File: config.mk
export PLATFORM = sky130hd
export DESIGN_NAME = pat_multi_engine
export DESIGN_NICKNAME = d
export VERILOG_FILES = /design/src/rtl/pat_multi_engine.sv
export SDC_FILE = /design/constraint.sdc
export NUM_CORES = 1
export LEC_CHECK = 0
export CORE_ASPECT_RATIO = 1.1
export CORE_UTILIZATION = 35
export CTS_CLUSTER_DIAMETER = 120
export CTS_CLUSTER_SIZE = 30
export DETAILED_ROUTE_END_ITERATION = 8
export PLACE_DENSITY_LB_ADDON = 0.15
export SLEW_MARGIN = 20
export SYNTH_ARGS = -nofsm -noshare
export SYNTH_HDL_FRONTEND = slang
export SYNTH_SLANG_ARGS = --single-unit
File: constraint.sdc
create_clock -name clk -period 2.8 [get_ports clk]
set_clock_uncertainty 0.1 [all_clocks]
set_input_delay 0.7 -clock clk [delete_from_list [all_inputs] [get_ports clk]]
set_output_delay 0.7 -clock clk [all_outputs]
set_load 0.005 [all_outputs]
File: src/rtl/pat_multi_engine.sv
// Multi-paddle motion datapath: decodes sensor motion codes per channel and
// integrates velocity into clamped screen positions on each frame tick.
module pat_chan #(
    parameter int X_W        = 11,
    parameter int Y_W        = 11,
    parameter int X_MIN      = 0,
    parameter int X_MAX      = 639,
    parameter int Y_MIN      = 0,
    parameter int Y_MAX      = 479,
    parameter int INIT_X     = 40,
    parameter int INIT_Y     = 240,
    parameter int SWING_THR  = 8,
    parameter int SWING_HOLD = 4
) (
    input  logic               clk,
    input  logic               rst,
    input  logic               init,
    input  logic               tick,
    input  logic               load,
    input  logic               zero,
    input  logic [13:0]        vel,
    output logic [X_W+Y_W-1:0] loc,
    output logic               swing
);
    localparam logic signed [X_W+1:0] XLO  = (X_W+2)'(X_MIN);
    localparam logic signed [X_W+1:0] XHI  = (X_W+2)'(X_MAX);
    localparam logic signed [Y_W+1:0] YLO  = (Y_W+2)'(Y_MIN);
    localparam logic signed [Y_W+1:0] YHI  = (Y_W+2)'(Y_MAX);
    localparam logic [5:0]            THR  = 6'(SWING_THR);
    localparam logic [3:0]            HOLD = 4'(SWING_HOLD);

    logic [X_W-1:0] x_q, x_d;
    logic [Y_W-1:0] y_q, y_d;
    logic [13:0]    vel_q, vel_d;
    logic [3:0]     cnt_q, cnt_d;
    logic           swing_q;
    logic signed [X_W+1:0] dx, xs;
    logic signed [Y_W+1:0] dy, ys;
    logic           trig;

    always_comb begin
        dx = $signed((X_W+2)'(vel_q[12:7]));
        dy = $signed((Y_W+2)'(vel_q[5:0]));
        // Two guard bits keep the sum from wrapping before the clamp.
        xs = $signed({2'b00, x_q}) + (vel_q[13] ? dx : -dx);
        ys = $signed({2'b00, y_q}) + (vel_q[6] ? -dy : dy);
        trig = load && vel[6] && (vel[5:0] >= THR);

        vel_d = vel_q;
        if (zero) vel_d = '0;
        if (load) vel_d = vel;

        x_d = x_q;
        y_d = y_q;
        cnt_d = cnt_q;
        if (tick) begin
            if (xs < XLO)      x_d = XLO[X_W-1:0];
            else if (xs > XHI) x_d = XHI[X_W-1:0];
            else               x_d = xs[X_W-1:0];
            if (ys < YLO)      y_d = YLO[Y_W-1:0];
            else if (ys > YHI) y_d = YHI[Y_W-1:0];
            else               y_d = ys[Y_W-1:0];
            if (cnt_q != '0)   cnt_d = cnt_q - 4'd1;
        end
        if (trig) cnt_d = HOLD;
    end

    always_ff @(posedge clk) begin
        if (rst || init) begin
            x_q     <= X_W'(INIT_X);
            y_q     <= Y_W'(INIT_Y);
            vel_q   <= '0;
            cnt_q   <= '0;
            swing_q <= 1'b0;
        end else begin
            x_q     <= x_d;
            y_q     <= y_d;
            vel_q   <= vel_d;
            cnt_q   <= cnt_d;
            swing_q <= (cnt_d != '0);
        end
    end

    assign loc   = {x_q, y_q};
    assign swing = swing_q;
endmodule

module pat_multi_engine #(
    parameter int NUM_PAT     = 2,
    parameter int X_W         = 11,
    parameter int Y_W         = 11,
    parameter int X_MIN       = 0,
    parameter int X_MAX       = 639,
    parameter int Y_MIN       = 0,
    parameter int Y_MAX       = 479,
    parameter int INIT_X0     = 40,
    parameter int INIT_X_STEP = 560,
    parameter int INIT_Y      = 240,
    parameter int SWING_THR   = 8,
    parameter int SWING_HOLD  = 4
) (
    input  logic                           clk,
    input  logic                           rst,
    input  logic                           init_pat,
    input  logic                           fetch,
    input  logic [1:0]                     code_ch,
    input  logic [15:0]                    code,
    input  logic                           update_pat,
    output logic [NUM_PAT*(X_W+Y_W)-1:0]   pat_location,
    output logic [NUM_PAT-1:0]             swing,
    output logic                           clear,
    output logic                           stall
);
    logic ch_ok, is_move, is_clr, is_stall, tick;
    logic stall_q, stall_d, clear_q, clear_d;

    always_comb begin
        ch_ok    = fetch && (int'(code_ch) < NUM_PAT);
        is_move  = ch_ok && (code[15:14] == 2'b00);
        is_clr   = ch_ok && (code[15:14] == 2'b01);
        is_stall = ch_ok && (code[15:14] == 2'b10);
        // A stall code arriving with the tick already suppresses that tick.
        tick     = update_pat && !stall_q && !is_stall;
        clear_d  = is_clr;
        stall_d  = stall_q;
        if (is_move || is_clr) stall_d = 1'b0;
        if (is_stall)          stall_d = 1'b1;
    end

    always_ff @(posedge clk) begin
        if (rst || init_pat) begin
            stall_q <= 1'b0;
            clear_q <= 1'b0;
        end else begin
            stall_q <= stall_d;
            clear_q <= clear_d;
        end
    end

    assign stall = stall_q;
    assign clear = clear_q;

    for (genvar c = 0; c < NUM_PAT; c++) begin : g_ch
        logic load_c;
        assign load_c = is_move && (code_ch == 2'(c));
        pat_chan #(
            .X_W(X_W), .Y_W(Y_W), .X_MIN(X_MIN), .X_MAX(X_MAX),
            .Y_MIN(Y_MIN), .Y_MAX(Y_MAX),
            .INIT_X(INIT_X0 + c*INIT_X_STEP), .INIT_Y(INIT_Y),
            .SWING_THR(SWING_THR), .SWING_HOLD(SWING_HOLD)
        ) u_chan (
            .clk   (clk),
            .rst   (rst),
            .init  (init_pat),
            .tick  (tick),
            .load  (load_c),
            .zero  (is_clr),
            .vel   (code[13:0]),
            .loc   (pat_location[c*(X_W+Y_W) +: X_W+Y_W]),
            .swing (swing[c])
        );
    end
endmodule

==> results of run 1 <==
## routing by layer
metal	wire [um]	vias up	share of wire (%)
met4	563	0	2.9
met5	0	-	0
li1	-	3252	-
met1	8380	3139	43
met2	9840	143	50
met3	791	38	4.0
## stage by stage
step | hold slack [ns] | cell area, um^2 | worst slack [ns] | utilization (%)
floorplan | 0.354 | 6270 | -0.157 | -
global placement | 0.366 | 8370 | -0.487 | 49.4
detailed placement | 0.378 | 8370 | -0.412 | 49.4
CTS | 0.387 | 9320 | -0.335 | 55.0
global route | 0.399 | 9710 | -0.489 | 57.3
finish | 0.379 | 9710 | -0.328 | 57.3
## area by class of cell
type | instances | area [um^2] | share of cell area, %
clock buffers | 10 | 239 | 2.46
clock inverters | 5 | 52.6 | 0.541
inverters | 38 | 148 | 1.52
multi-input cells | 602 | 5010 | 51.5
flip-flops and latches | 84 | 1710 | 17.6
well taps | 234 | 293 | 3.01
repair buffers | 267 | 2260 | 23.3
## Yosys cell counts, types with 15 or more instances
cell and n:
nand3_1 34, nor3_1 18, nand2_1 68, inv_1 37, nand2b_1 15, dfxtp_1 84
a21oi_1 86, xnor2_1 27, ha_1 54, nor2_1 62, o21ai_0 37, clkbuf_1 23
xor2_1 18
## worst min-delay path, stage by stage, from the launching register on
cell     delay [ns]
dfxtp_1        0.33
nand2_1        0.06
o21ai_1        0.05
## registers in the layout (all words and copies together) (netlist names)
name / count
g_ch.u_chan.cnt_q: 8
g_ch.u_chan.x_q: 22
g_ch.u_chan.vel_q: 28
g_ch.u_chan.y_q: 22
stall: 1
clear: 1
g_ch.u_chan.swing: 2
## kinds of logic (layout without fill, tap and decap cells)
family | after synthesis | count (layout) | share of synthesized area, %
AND/OR/NAND/NOR | 250 | 250 | 20.6
AO/OA/AOI/OAI | 240 | 240 | 26.8
flip-flops | 84 | 84 | 27.8
buffers and inverters | 67 | 320 | 4.30
adder cells (fa/ha/maj) | 58 | 58 | 12.5
XOR/XNOR | 45 | 45 | 6.52
multiplexers | 9 | 9 | 1.53
## worst max path at each step
stage	startpoint	slack [ns]	cells after the start	end
after floorplan	g_ch[0].u_chan.vel_q[0]$_SDFFE_PP0P_	-0.16	13	g_ch[0].u_chan.y_q[0]$_SDFFE_PP0P_
after global placement	g_ch[0].u_chan.vel_q[8]$_SDFFE_PP0P_	-0.49	15	g_ch[0].u_chan.x_q[3]$_SDFFE_PP1P_
after detailed placement	g_ch[0].u_chan.vel_q[1]$_SDFFE_PP0P_	-0.41	13	g_ch[0].u_chan.y_q[1]$_SDFFE_PP0P_
after CTS	g_ch[0].u_chan.vel_q[1]$_SDFFE_PP0P_	-0.33	13	g_ch[0].u_chan.y_q[1]$_SDFFE_PP0P_
after global routing	g_ch[0].u_chan.vel_q[0]$_SDFFE_PP0P_	-0.49	13	g_ch[0].u_chan.y_q[1]$_SDFFE_PP0P_
final	g_ch[0].u_chan.vel_q[8]$_SDFFE_PP0P_	-0.33	16	g_ch[0].u_chan.x_q[2]$_SDFFE_PP0P_
## power breakdown
part,switching [W],internal [W]
sequential,0.0000176,0.00120
combinational,0.000233,0.000238
clock,0.000514,0.000706
## what timing repair did
| item | CTS | global route |
|---|---|---|
| pin swaps | 57 | 44 |
| setup buffers | 23 | 18 |
| setup endpoints to repair | 38 | 38 |
| resized for setup | 102 | 54 |
==> results.cfg, run 1 <==
[power]
power.density_nw_per_um2 = 300
p_total_w = 0.00291
peakVddDrop_v = 0.000282
p_leak_nw = 4.01

[global_route]
grt_pass1_vias = 6439
grt.total_usage_pct = 21.8
grt_util_met2_pct = 38.2
antenna_found_initial = 0
grtUsageMet3_pct = 3.73
grt_max_degree = 51
grt_pass1_wl_um = 31000
grt-ovfl-total = 0
met1_usage_pct = 26.4
grt-busiest-layer = met2

[yosys]
synth_edf_count = 0
synth_top_area_share_pct = 27.8
syn_avg_cell_area_um2 = 8.03
synth_ff_type = dfxtp_1
synthCells = 753
synth_nets = 834
ys_warn_count = 0
ys_types = 76
ys_seq_elements = 84
synth_area_leader_cell = dfxtp_1
syn_area_um2 = 6050
synth_area_leaders = dfxtp_1, ha_1, a21oi_1
ys_seq_area_share_pct = 27.8
async_flop_share_pct = 0

[worst_setup_path]
worst-r2r-cell-count = 16
cp-start-kind = register
critPathBufInv = 3
end_kind = register
reg2reg_slack_ns = -0.33
crit_required_ns = 2.93
slowest_stage = dfxtp_4
critPathMaxStageDelay_ns = 0.39
cp_top_family = compound AO/OA/AOI/OAI gates
worstPathArrival_ns = 3.26
path_class = register to register
critPathMaxFanout = 4
rr_endpoint = g_ch[0].u_chan.x_q[2]$_SDFFE_PP0P_
rr_startpoint = g_ch[0].u_chan.vel_q[8]$_SDFFE_PP0P_
cp_cell_sequence = inv_4, ha_4, nor2b_4, a21oi_2, xor2_1, ha_2, buf_4, nor4_4, a21oi_2, o2111ai_4, a21boi_4, o221a_4, nor4_4, buf_4, a21boi_4, a221o_1

[floorplan]
num_io_pins = 71
die_x_um = 127
row_count = 50
start_util_pct = 35.7
dieArea_um2 = 17800
coreArea_um2 = 17000
die_y_um = 140

[clocking]
cts_hold_buf = 0
clock-sinks = 84
clk_path_buf_depth = 2
path_clk_slew_ns = 0.06
cts_tree = yes
clock_latency_ns = 0.35
cts_root_buffer = clkbuf_16
cts_buffers = 9
htree_num_levels = 3

[layout]
stdcell_count = 1240
drive_above_1_share_pct = 37.5
layout_commonest_cell = buf_4
final_cell_mix = buf_4, dfxtp_1, a21oi_1, clkdlybuf4s50_1, nand2_1
area_growth_pct = 60.6
diodes = 0
final.fill_count = 1489
nets = 1083

[timing]
maxSlewViolCount = 0
tns_ns = -9.14
setup-violations-final = 38
final_hold_viol_count = 0
rsz0062_at_grt = true
fin_crit_sh_pct = 112
fin_crit_ns = 3.13
worst_pin_slew_ns = 0.825
max-slew-margin-rel_pct = 44.3
setup_ws_ns = -0.328
fmax_mhz = 320

[hold_path]
min_delay_path_depth = 2
hold_path_class = register to register
hold_end = g_ch[1].u_chan.y_q[3]$_SDFFE_PP0P_
hp-start = g_ch[1].u_chan.y_q[3]$_SDFFE_PP0P_

[route]
wl_per_cell_um = 15.8
wl_um = 19600
viasPerCell = 5.30
vias = 6572
first_iter_violations = 308
drtPass1Iterations = 4
antenna_left = 0
drc = 0

[placement]
dpl.cell_count = 1187
post-dp-hpwl_um = 14200
gp_congestion = 0.880
port_buffers = 70

[run]
cap_violations = 0

[run_status]
violations = setup timing
status = finished with violations
Power figures use the tool's default switching activity.
==> run 2: changes to the inputs <==
--- a/config.mk
+++ b/config.mk
@@ -11,7 +11,6 @@
 export CTS_CLUSTER_SIZE = 30
 export DETAILED_ROUTE_END_ITERATION = 8
 export PLACE_DENSITY_LB_ADDON = 0.15
-export SLEW_MARGIN = 20
 export SYNTH_ARGS = -nofsm -noshare
 export SYNTH_HDL_FRONTEND = slang
 export SYNTH_SLANG_ARGS = --single-unit
==> results of run 2 <==
No change in the layout: final DEF, timing and power equal those of run 1.
